$ cat src/rtl/uart_rx_fifo.sv
// rtl/uart_rx_fifo.sv - UART receive FIFO: rx_done synchroniser, overrun/threshold flags, flush.
// Optional character timeout is compiled in with UART_RX_FIFO_TIMEOUT_EN.
`ifndef DATA_WIDTH
`define DATA_WIDTH 32
`endif

module uart_rx_fifo #(
  parameter int DEPTH          = 16,
  parameter int TIMEOUT_CYCLES = 64
) (
  input  logic                     PCLK,
  input  logic                     PRESET,
  input  logic [`DATA_WIDTH-1:0]   rx_data_out,
  input  logic                     rx_done,
  input  logic                     prx_error,
  input  logic                     rd_en,
  output logic [`DATA_WIDTH-1:0]   rd_data,
  output logic                     rd_err,
  output logic                     rd_valid,
  output logic                     empty,
  output logic                     full,
  output logic [$clog2(DEPTH):0]   count,
  input  logic [$clog2(DEPTH):0]   rx_thr,
  output logic                     thr_irq,
  output logic                     overrun,
  input  logic                     ovr_clr,
  input  logic                     flush,
  output logic                     timeout_irq
);
  localparam int AW = $clog2(DEPTH);
  localparam int W  = `DATA_WIDTH;
  localparam logic [AW:0] FULL_CNT = (AW+1)'(DEPTH);

  logic          r_sync1, r_sync2, r_edge, r_primed, r_armed;
  logic [W:0]    r_mem [DEPTH];
  logic [AW-1:0] r_wr_ptr, r_rd_ptr;
  logic [AW:0]   r_count;
  logic          r_overrun, r_rd_valid, r_rd_err;
  logic [W-1:0]  r_rd_data;
  logic          w_wr_pulse, w_pop, w_push, w_ovr_evt;

  // r_armed blocks a write until rx_done has been seen low after reset, so a word in flight at reset is ignored
  assign w_wr_pulse = r_sync2 & ~r_edge & r_armed;
  assign w_pop      = rd_en & ~empty;
  assign w_push     = w_wr_pulse & (~full | w_pop);
  assign w_ovr_evt  = w_wr_pulse & full & ~w_pop & ~flush;

  assign empty    = (r_count == '0);
  assign full     = (r_count == FULL_CNT);
  assign count    = r_count;
  assign thr_irq  = (rx_thr != '0) && (r_count >= rx_thr);
  assign overrun  = r_overrun;
  assign rd_valid = r_rd_valid;
  assign rd_data  = r_rd_data;
  assign rd_err   = r_rd_err;

  always_ff @(posedge PCLK) begin
    if (PRESET) begin
      r_sync1  <= 1'b0;
      r_sync2  <= 1'b0;
      r_edge   <= 1'b0;
      r_primed <= 1'b0;
      r_armed  <= 1'b0;
    end else begin
      r_sync1  <= rx_done;
      r_sync2  <= r_sync1;
      r_edge   <= r_sync2;
      r_primed <= 1'b1;
      if (r_primed && !r_sync1) r_armed <= 1'b1;
    end
  end

  always_ff @(posedge PCLK) begin
    if (w_push && !flush) r_mem[r_wr_ptr] <= {prx_error, rx_data_out};
  end

  always_ff @(posedge PCLK) begin
    if (PRESET || flush) begin
      r_wr_ptr <= '0;
      r_rd_ptr <= '0;
      r_count  <= '0;
    end else begin
      if (w_push) r_wr_ptr <= r_wr_ptr + 1'b1;
      if (w_pop)  r_rd_ptr <= r_rd_ptr + 1'b1;
      if (w_push && !w_pop)      r_count <= r_count + 1'b1;
      else if (w_pop && !w_push) r_count <= r_count - 1'b1;
    end
  end

  always_ff @(posedge PCLK) begin
    if (PRESET) begin
      r_rd_valid <= 1'b0;
      r_rd_data  <= '0;
      r_rd_err   <= 1'b0;
    end else begin
      r_rd_valid <= w_pop & ~flush;
      if (w_pop && !flush) {r_rd_err, r_rd_data} <= r_mem[r_rd_ptr];
    end
  end

  always_ff @(posedge PCLK) begin
    if (PRESET)         r_overrun <= 1'b0;
    else if (w_ovr_evt) r_overrun <= 1'b1;
    else if (ovr_clr)   r_overrun <= 1'b0;
  end

`ifdef UART_RX_FIFO_TIMEOUT_EN
  localparam logic [15:0] TO_LIM = 16'(TIMEOUT_CYCLES);
  logic [15:0] r_to_cnt;
  logic        r_to_irq;

  // Counter saturates at the limit so the interrupt holds until activity
  always_ff @(posedge PCLK) begin
    if (PRESET || flush || w_wr_pulse || w_pop || empty) begin
      r_to_cnt <= '0;
      r_to_irq <= 1'b0;
    end else if (r_to_cnt != TO_LIM) begin
      r_to_cnt <= r_to_cnt + 16'd1;
      if (r_to_cnt + 16'd1 == TO_LIM) r_to_irq <= 1'b1;
    end
  end
  assign timeout_irq = r_to_irq;
`else
  assign timeout_irq = 1'b0;
`endif

endmodule

$ cat config.mk
export PLATFORM = sky130hd
export DESIGN_NAME = uart_rx_fifo
export DESIGN_NICKNAME = d
export VERILOG_FILES = /design/src/rtl/uart_rx_fifo.sv
export SDC_FILE = /design/constraint.sdc
export NUM_CORES = 1
export LEC_CHECK = 0
export CAP_MARGIN = 0
export CORE_MARGIN = 2
export CORE_UTILIZATION = 30
export DETAILED_ROUTE_END_ITERATION = 10
export GPL_ROUTABILITY_DRIVEN = 0
export RECOVER_POWER = 50
export SYNTH_ARGS = -nofsm -noshare
export SYNTH_HDL_FRONTEND = slang
export SYNTH_SLANG_ARGS = --single-unit
$ cat constraint.sdc
create_clock -name PCLK -period 12.3 [get_ports PCLK]
set_clock_uncertainty 0.2 [all_clocks]
set_input_delay 1.845 -clock PCLK [delete_from_list [all_inputs] [get_ports PCLK]]
set_output_delay 1.845 -clock PCLK [all_outputs]
set_load 0.01 [all_outputs]
== Word-level counts from Yosys, hierarchy flattened ==
Memory sizes are Yosys's and may differ from the RTL's. A register that Yosys moved wholly into a read port is not among the register bits.
Cells that the tools add are included.

* Memories kept: 1
* Register bits after elaboration: 20
* Output and inout bits: 44
* Memory bits (writable): 528

* Muxes and demuxes: 7
* Equal/unequal tests: 1
* Add/sub/neg operators: 4
* Bitwise gates (word level): 14
* Magnitude comparators: 1
* Reduce and logical (&&, ||, !) cells: 15

{| class="wikitable"
|+ Memory list
! memory !! words !! width !! read ports !! clocked after Yosys merged registers in !! wr ports !! RTL line !! RTL
|-
| r_mem || 16 || 33 || 1 || 1 || 1 || 35 || <nowiki>logic [W:0] r_mem [DEPTH];</nowiki>
|}

{| class="wikitable"
|+ Operators by type and width
! cell !! count
|-
| two-way mux 5 bit || 2
|-
| adder 4 x 1 -> 4 bit (second input constant) || 2
|-
| bitwise AND 1 bit || 8
|-
| logical AND 1 bit || 6
|-
| adder 5 x 1 -> 5 bit (second input constant) || 1
|-
| == test 5 bit (second input constant) || 1
|-
| greater-or-equal comparator 5 bit || 1
|-
| zero test 5 bit || 1
|-
| two-way mux 1 bit || 5
|-
| inverter 1 bit || 5
|-
| nonzero test 5 bit || 1
|-
| subtractor 5 x 1 -> 5 bit (second input constant) || 1
|-
| zero test 1 bit || 4
|-
| nonzero test 2 bit || 2
|-
| logical OR 1 bit || 1
|-
| OR 1 bit || 1
|}

== Longest topological paths before layout ==
Gate-level depths: netlist (run 1).

* Word-level depth: 9
* Mapped depth: 11
* Mapped depth without buffers: 11

== Least setup slack after synthesis (run 1) ==
OpenSTA, ideal clock, no wires.

* Kind: in2reg
* Start point: input port rd_en
* End point: memory r_mem[3][0] (netlist bit) (enable)
* Path slack: 6.998 ns
* Setup time: 0.464 ns
* Stages: 4
* Buffers on the path: 0
* Data required time: 11.636 ns
* Data arrival time: 4.637 ns
* Path through: nor3_1 -> nor3_1 -> nand2_1 -> nor3_1

* Longest elaborated chain between the ends: 6

{| class="wikitable"
|+ RTL lines
! item !! RTL line !! RTL
|-
| start: declaration || 16 || <nowiki>input logic rd_en,</nowiki>
|-
| bitwise AND 1 bit || 44 || <nowiki>assign w_pop = rd_en & ~empty;</nowiki>
|-
| OR 1 bit || 45 || <nowiki>assign w_push = w_wr_pulse & (~full | w_pop);</nowiki>
|-
| bitwise AND 1 bit || 45 ||
|-
| logical AND 1 bit || 74 || <nowiki>if (w_push && !flush) r_mem[r_wr_ptr] <= {prx_error, rx_data_out};</nowiki>
|-
| two-way mux 1 bit || 74 ||
|-
| two-way mux 1 bit (not written as such) || 74 ||
|-
| end: declaration || 35 ||
|}

Every way passes these cells.

== Worst setup path after layout (run 1) ==
* Start point: input port rx_thr[0]
* End point: output port thr_irq

* Longest elaborated chain between the ends: 2
* Elaborated cells between the ends (all ways): 3
* Those cells by class: order compare (1); reduce/logical (2)

{| class="wikitable"
|+ RTL lines
! item !! RTL line !! RTL
|-
| start: declaration || 23 || <nowiki>input logic [$clog2(DEPTH):0] rx_thr,</nowiki>
|-
| greater-or-equal comparator 5 bit / nonzero test 5 bit (equally long branches) || 51 || <nowiki>assign thr_irq = (rx_thr != '0) && (r_count >= rx_thr);</nowiki>
|-
| logical AND 1 bit * || 51 ||
|-
| end: declaration || 24 || <nowiki>output logic thr_irq,</nowiki>
|}

Mark *: on every way between the ends. The rest lies on a longest branch, timed or not.

==> impl_metrics.csv, run 1 <==
group,metric,value,unit
run_status,status,"complete, no violations",
routing,m1WireLength,20310,um
logic_synthesis,ys_types,42,
routing,wl_met2,23820,um
floorplanning,dieHeight,276.5,um
finish,final_util,35.53,%
logic_synthesis,synth_seq_cells,581,
setup_path,crit_slowest_cell,"clkdlybuf4s50_1",
finish,nets,1206,
place,portBuffers,86,
finish,drive_above_1_share,23.59,%
logic_synthesis,syn_area_per_cell,21.57,um2
setup_path,cp_cell_sequence,"clkdlybuf4s50_1, ha_1, nand2b_1, a21oi_1, nor2b_1, o21ai_0, a21oi_1, clkdlybuf4s50_1",
logic_synthesis,synthCells,1033,
place,pre_cts_ws,6.616,ns
floorplanning,die_width,276.5,um
power_and_ir_drop,vdd_drop_max,0.09573,mV
clock_tree,clock-root-buffer,"clkbuf_16",
clock_tree,ctsResizeCount,0,
routing,drc_errors,0,
setup_path,cp.arrival,3.62,ns
routing,totalWireLength,46950,um
routing,drtIter0Drc,816,
sta,fin_crit_sh,46.09,%
floorplanning,start_util,30.44,%
finish,area_delta_synth_final,16.74,%
setup_path,cp-end-kind,"output pin",
clock_tree,hold_buffers,0,
floorplanning,die_area,0.07647,mm2
finish,fin_cells,2147,
logic_synthesis,syn_nets,1093,
global_route,grtUsageTotal,12.24,%
power_and_ir_drop,p_leak,7.961,nW
sta,post-route-min-period,5.669,ns
global_route,grt_pass1_wl,70710,um
sta,worst_pin_slew,1.093,ns
clock_tree,cts_buffer_depth,3,
routing,drt_pass1_iterations,5,
routing,routed-via-count,10250,
hold_path,hold_path_class,"reg2reg",
routing,final_antenna_net_count,0,
logic_synthesis,synth_edf_count,528,
global_route,antenna_found_initial,3,
floorplanning,rows,99,
logic_synthesis,yosys_warnings,0,
clock_tree,cts.clk_slew.worst_paths,0.05,ns
clock_tree,cts_buffers,56,
setup_path,cpPeakStageDelay,0.50,ns
sta,setup-tns-final,0,ns
logic_synthesis,ys_seq_area_share,75.91,%
clock_tree,post_cts_buffers,0,
routing,top_layer,"met4",
global_route,grt_max_degree,113,
routing,wl_per_cell,21.87,um
logic_synthesis,ys_async_sr_fraction,0,%
sta,rsz0062_at_grt,"no",
floorplanning,core,0.07321,mm2
routing,met3WireLength,2024,um
power_and_ir_drop,powerDensity,151.1,mW/mm2
power_and_ir_drop,finalPower,3.931,mW
sta,setup_slack,6.631,ns
sta,hold_violations,0,
run,maxCapViolCount,0,
setup_path,crit_path_start_kind,"input pin",
clock_tree,clock_sinks,581,
clock_tree,cts_tree,"done",
sta,drv_slew,0,
clock_tree,h-tree-depth,2,
floorplanning,io_pins,88,
setup_path,cp.required,10.26,ns
place,placed_cells,2047,
setup_path,setup.worst_path.class,"in2out",
sta,setup_violations,0,
sta,timing.fmax,176.4,MHz
global_route,grt.overflow.total,0,
setup_path,crit_fanout,2,
logic_synthesis,synth_ff_type,"edfxtp_1",
global_route,grt_pass1_vias,10950,
clock_tree,clock_latency,0.60,ns
sta,slew_headroom,27.12,%
place,dp_hpwl,24490,um
logic_synthesis,syn_area,0.02228,mm2
routing,drt-vias-per-instance,4.774,
finish,num-fill-cells,6666,
[cell families (layout without fill, tap and decap cells)]
kind of cell | Yosys count | after routing | share of synthesized area [%]
compound gates | 53 | 53 | 1.999
xor+xnor | 8 | 8 | 0.3144
fa+ha+maj | 16 | 16 | 0.9321
buf+inv | 69 | 223 | 2.033
flops | 581 | 581 | 75.91
mux | 198 | 198 | 16.66
other cells | 1 | 2 | 0.01683
simple gates | 107 | 107 | 2.134
[report_power, final]
part / switching (mW) / total [mW] / internal [mW]
clock: 0.704 / 1.66 / 0.954
combinational: 0.0620 / 0.106 / 0.0440
sequential: 0.00927 / 2.17 / 2.16
[flip-flops by register name, indices dropped and copies added, names as in the netlist, 4 cells and up]
signal,flops
rd_data,32
r_wr_ptr,4
r_rd_ptr,4
r_mem,528
count,5
[layout make-up]
class / instances / area [um2] / area share, %
well taps: 959 / 1200 / 4.613
clock inverters: 27 / 250.2 / 0.9620
flip-flops and latches: 581 / 16930 / 65.07
clock buffers: 72 / 1493 / 5.738
repair buffers: 110 / 1054 / 4.050
multi-input cells: 383 / 5032 / 19.34
diodes: 1 / 2.502 / 0.009620
inverters: 14 / 55.05 / 0.2116
[path summary, 6_finish.rpt]
| path | start | to | slack (ns) | cells after the start |
|---|---|---|---|---|
| setup / recovery | rx_thr[0] | thr_irq | 6.63 | 8 |
| hold / removal | r_sync1$_SDFF_PP0_ | r_sync2$_SDFF_PP0_ | 0.25 | 2 |
| setup reg to reg | count[1]$_SDFFE_PP0P_ | r_mem[0][30]$_DFFE_PP_ | 8.65 | 6 |
| hold reg to reg | r_sync1$_SDFF_PP0_ | r_sync2$_SDFF_PP0_ | 0.25 | 2 |
[critical path, delay by kind of cell]
family	cells	cell delay (ns)
adders and majority gates	1	0.24
AOI/OAI and AO/OA	3	0.38
and+or+nand+nor	2	0.19
buffers and inverters	2	0.98
[per-layer routing]
| layer | global-route usage [%] | up-vias |
|---|---|---|
| met5 | 0 | - |
| met4 | 2.928 | 0 |
| met3 | 2.307 | 62 |
| met2 | 21.28 | 208 |
| met1 | 15.78 | 5500 |
| li1 | - | 4479 |
[synthesized netlist by cell type (3+ instances only)]
cell type  instances  share of area, %
inv_1             13              0.22
mux2_2            33               1.7
nor2_1            68               1.1
nor3_1             6              0.13
xor2_1             5              0.20
buf_6             21               1.1
mux4_1            10               1.2
nand2b_1           3             0.084
or4_1              3              0.10
ha_1              15              0.84
nor2b_1            6              0.17
mux2i_1           33               1.5
a21oi_1           10              0.22
buf_2             11              0.25
mux4_2           122                12
dfxtp_1           53               4.8
clkbuf_1          20              0.34
nand2_1           11              0.19
a221o_1           33               1.5
o21ai_0            4             0.090
xnor2_1            3              0.12
edfxtp_1         528                71
[cell usage in the layout, fill, tap and decap left out, drive strengths merged, types with 3 or more instances in the layout]
cell,netlist,routed
nand2b,3,3
inv,14,14
nor2b,6,6
buf,35,24
clkinv,0,21
edfxtp,528,528
ha,15,15
dlygate4sd3,0,66
xnor2,3,3
mux2,33,33
mux4,132,132
nor2,69,69
a221o,33,33
mux2i,33,33
or4,3,3
clkbuf,20,72
nand2,11,11
xor2,5,5
o21ai,4,4
clkdlybuf4s50,0,20
dfxtp,53,53
nor3,6,6
a21oi,11,11
bufinv,0,5
[metrics by stage]
step / hold slack [ns] / cell area (um2)
CTS: 0.2548 / 26010
finish: 0.2499 / 26010
global route: 0.2879 / 26010
floorplan: 0.2125 / 22280
detailed placement: 0.2460 / 24270
global placement: 0.2346 / 24270
(Power assumes the default switching activity.)
==> run 2: changes to the inputs <==
==> constraint.sdc (replaced) <==
create_clock -name PCLK -period 5.1 [get_ports PCLK]
set_clock_uncertainty 0.2 [all_clocks]
set_input_delay 0.765 -clock PCLK [delete_from_list [all_inputs] [get_ports PCLK]]
set_output_delay 0.765 -clock PCLK [all_outputs]
set_load 0.01 [all_outputs]
==> run 2 against run 1 <==
Net effect:
- sequential share of layout area shrank 0.18 points
- clock power grew 140%
- global-route usage grew 0.26 points
- setup slack lost 5.1 ns
- sequential power grew 140%
- critical path depth shrank 2
==> impl_metrics.csv, run 2 (same netlist as run 1, synthesis figures left out) <==
group,metric,value,unit
run_status,status,"complete, no violations",
finish,fin_area,0.02609,mm2
power_and_ir_drop,finalPower,9.431,mW
place,dp_hpwl,28380,um
finish,drive_above_1_share,24.40,%
clock_tree,cts_tree,"done",
finish,num-fill-cells,6673,
sta,post-route-min-period,3.587,ns
global_route,grtUsageTotal,12.49,%
routing,totalWireLength,47650,um
finish,nets,1214,
finish,diodes,0,
routing,wl_per_cell,22.06,um
setup_path,rrSetupSlack,1.79,ns
sta,slew_headroom,28.59,%
setup_path,cp.arrival,3.88,ns
routing,routed-via-count,10190,
floorplanning,start_util,30.44,%
routing,drt_pass1_iterations,5,
place,placed_area,0.02434,mm2
clock_tree,cts_buffers,56,
setup_path,cp.required,5.39,ns
routing,drtIter0Drc,714,
routing,final_antenna_net_count,0,
floorplanning,io_pins,88,
setup_path,cp-end-kind,"flip-flop",
floorplanning,die_width,276.5,um
clock_tree,cts_buffer_depth,3,
hold_path,hold_depth,2,
sta,setup_violations,0,
clock_tree,clock-root-buffer,"clkbuf_16",
hold_path,min_from,"r_sync1$_SDFF_PP0_",
clock_tree,hold_buffers,0,
sta,fin_crit_sh,70.33,%
clock_tree,ctsResizeCount,0,
sta,holdWs,0.2474,ns
sta,hold_violations,0,
setup_path,setup.worst_path.class,"in2reg",
finish,final_cell_mix,"edfxtp_1, mux4_2, dlygate4sd3_1",
sta,drv_slew,0,
place,portBuffers,86,
setup_path,crit_fanout,17,
clock_tree,clock_latency,0.60,ns
clock_tree,h-tree-depth,2,
sta,timing.fmax,278.8,MHz
finish,area_delta_synth_final,17.06,%
routing,drc_errors,0,
hold_path,hold_path_end,"r_sync2$_SDFF_PP0_",
clock_tree,post_cts_buffers,0,
finish,largest_reg_flops,528,
hold_path,hold_path_class,"reg2reg",
place,placed_cells,2055,
clock_tree,cts.clk_slew.worst_paths,0.06,ns
sta,setup-tns-final,0,ns
power_and_ir_drop,p_sw_share,20.15,%
global_route,grt_pass1_wl,71940,um
sta,rsz0062_at_grt,"no",
power_and_ir_drop,powerDensity,361.6,mW/mm2
sta,worst_pin_slew,1.071,ns
finish,fin_cells,2160,
power_and_ir_drop,vdd_drop_max,0.2361,mV
setup_path,r2r_cells,6,
finish,largest-register,"r_mem",
power_and_ir_drop,clockPowerShare,41.8,%
setup_path,r2r_start,"count[1]$_SDFFE_PP0P_",
power_and_ir_drop,p_leak,8.014,nW
floorplanning,rows,99,
clock_tree,clock_sinks,581,
power_and_ir_drop,seq_power_share,55.5,%
power_and_ir_drop,power.switching,1.901,mW
setup_path,worstReg2RegEnd,"r_mem[6][23]$_DFFE_PP_",
setup_path,crit_path_start_kind,"input pin",
power_and_ir_drop,p_int,7.531,mW
routing,drt-vias-per-instance,4.715,
floorplanning,die_area,0.07647,mm2
global_route,grt_max_degree,57,
power_and_ir_drop,combPwrFrac,2.8,%
global_route,grt_pass1_vias,10980,
global_route,antenna_found_initial,2,
floorplanning,dieHeight,276.5,um
finish,final_common_cell,"edfxtp_1",
run,maxCapViolCount,0,
floorplanning,core,0.07321,mm2
global_route,grt.overflow.total,0,
-- run 2: routing by layer --
metal  part of all wire [%]  wire length, um  global-route usage (%)  vias up
met5                  0.027               13                       0        -
met4                    1.7              805                   3.363        2
met3                    3.9             1857                   2.298       55
met2                     51            24080                   21.36      202
met1                     44            20900                   16.32     5411
li1                       -                -                       -     4515
-- run 2: worst max path at each step --
stage,from,endpoint,slack (ns),cells past startpoint
floorplan,rd_en,r_mem[3][0]$_DFFE_PP_,0.88,4
global placement,rd_en,r_mem[14][17]$_DFFE_PP_,1.16,6
detailed placement,rd_en,r_mem[14][23]$_DFFE_PP_,1.14,6
CTS,count[0]$_SDFFE_PP0P_,thr_irq,1.52,8
global route,count[0]$_SDFFE_PP0P_,thr_irq,1.39,8
finish,PRESET,rd_data[20]$_SDFFE_PP0P_,1.51,6
-- run 2: worst max-delay path, cell delays in order --
cell and delay (ns):
dlygate4sd3_1 0.76, or2_0 0.79, or3_1 0.93, buf_12 0.26, nor2_1 0.10, a221o_1 0.26
-- run 2: power by group through the flow --
stage | Sequential [mW] | Clock (mW) | Combinational (mW)
2_1_floorplan | 5.33 | 0 | 0.110
3_3_place_gp | 5.33 | 0 | 0.267
3_5_place_dp | 5.34 | 0 | 0.273
4_1_cts | 5.23 | 4.03 | 0.274
5_1_grt | 5.23 | 4.21 | 0.286
6_report | 5.23 | 3.94 | 0.261
-- run 2: metrics by stage --
stage | utilization (%) | setup slack (ns)
after floorplan | - | 0.8785
after global placement | 33.25 | 1.161
after detailed placement | 33.25 | 1.144
after CTS | 35.63 | 1.523
after global routing | 35.63 | 1.385
final | 35.63 | 1.513
-- run 2: cell type report --
type                    instances  area (um2)  share of cell area [%]
clock buffers                  73        1495                   5.732
clock inverters                32       249.0                  0.9545
inverters                      14       55.05                  0.2111
multi-input cells             383        5032                   19.29
flip-flops and latches        581       16930                   64.89
well taps                     959        1200                   4.600
repair buffers                118        1126                   4.317
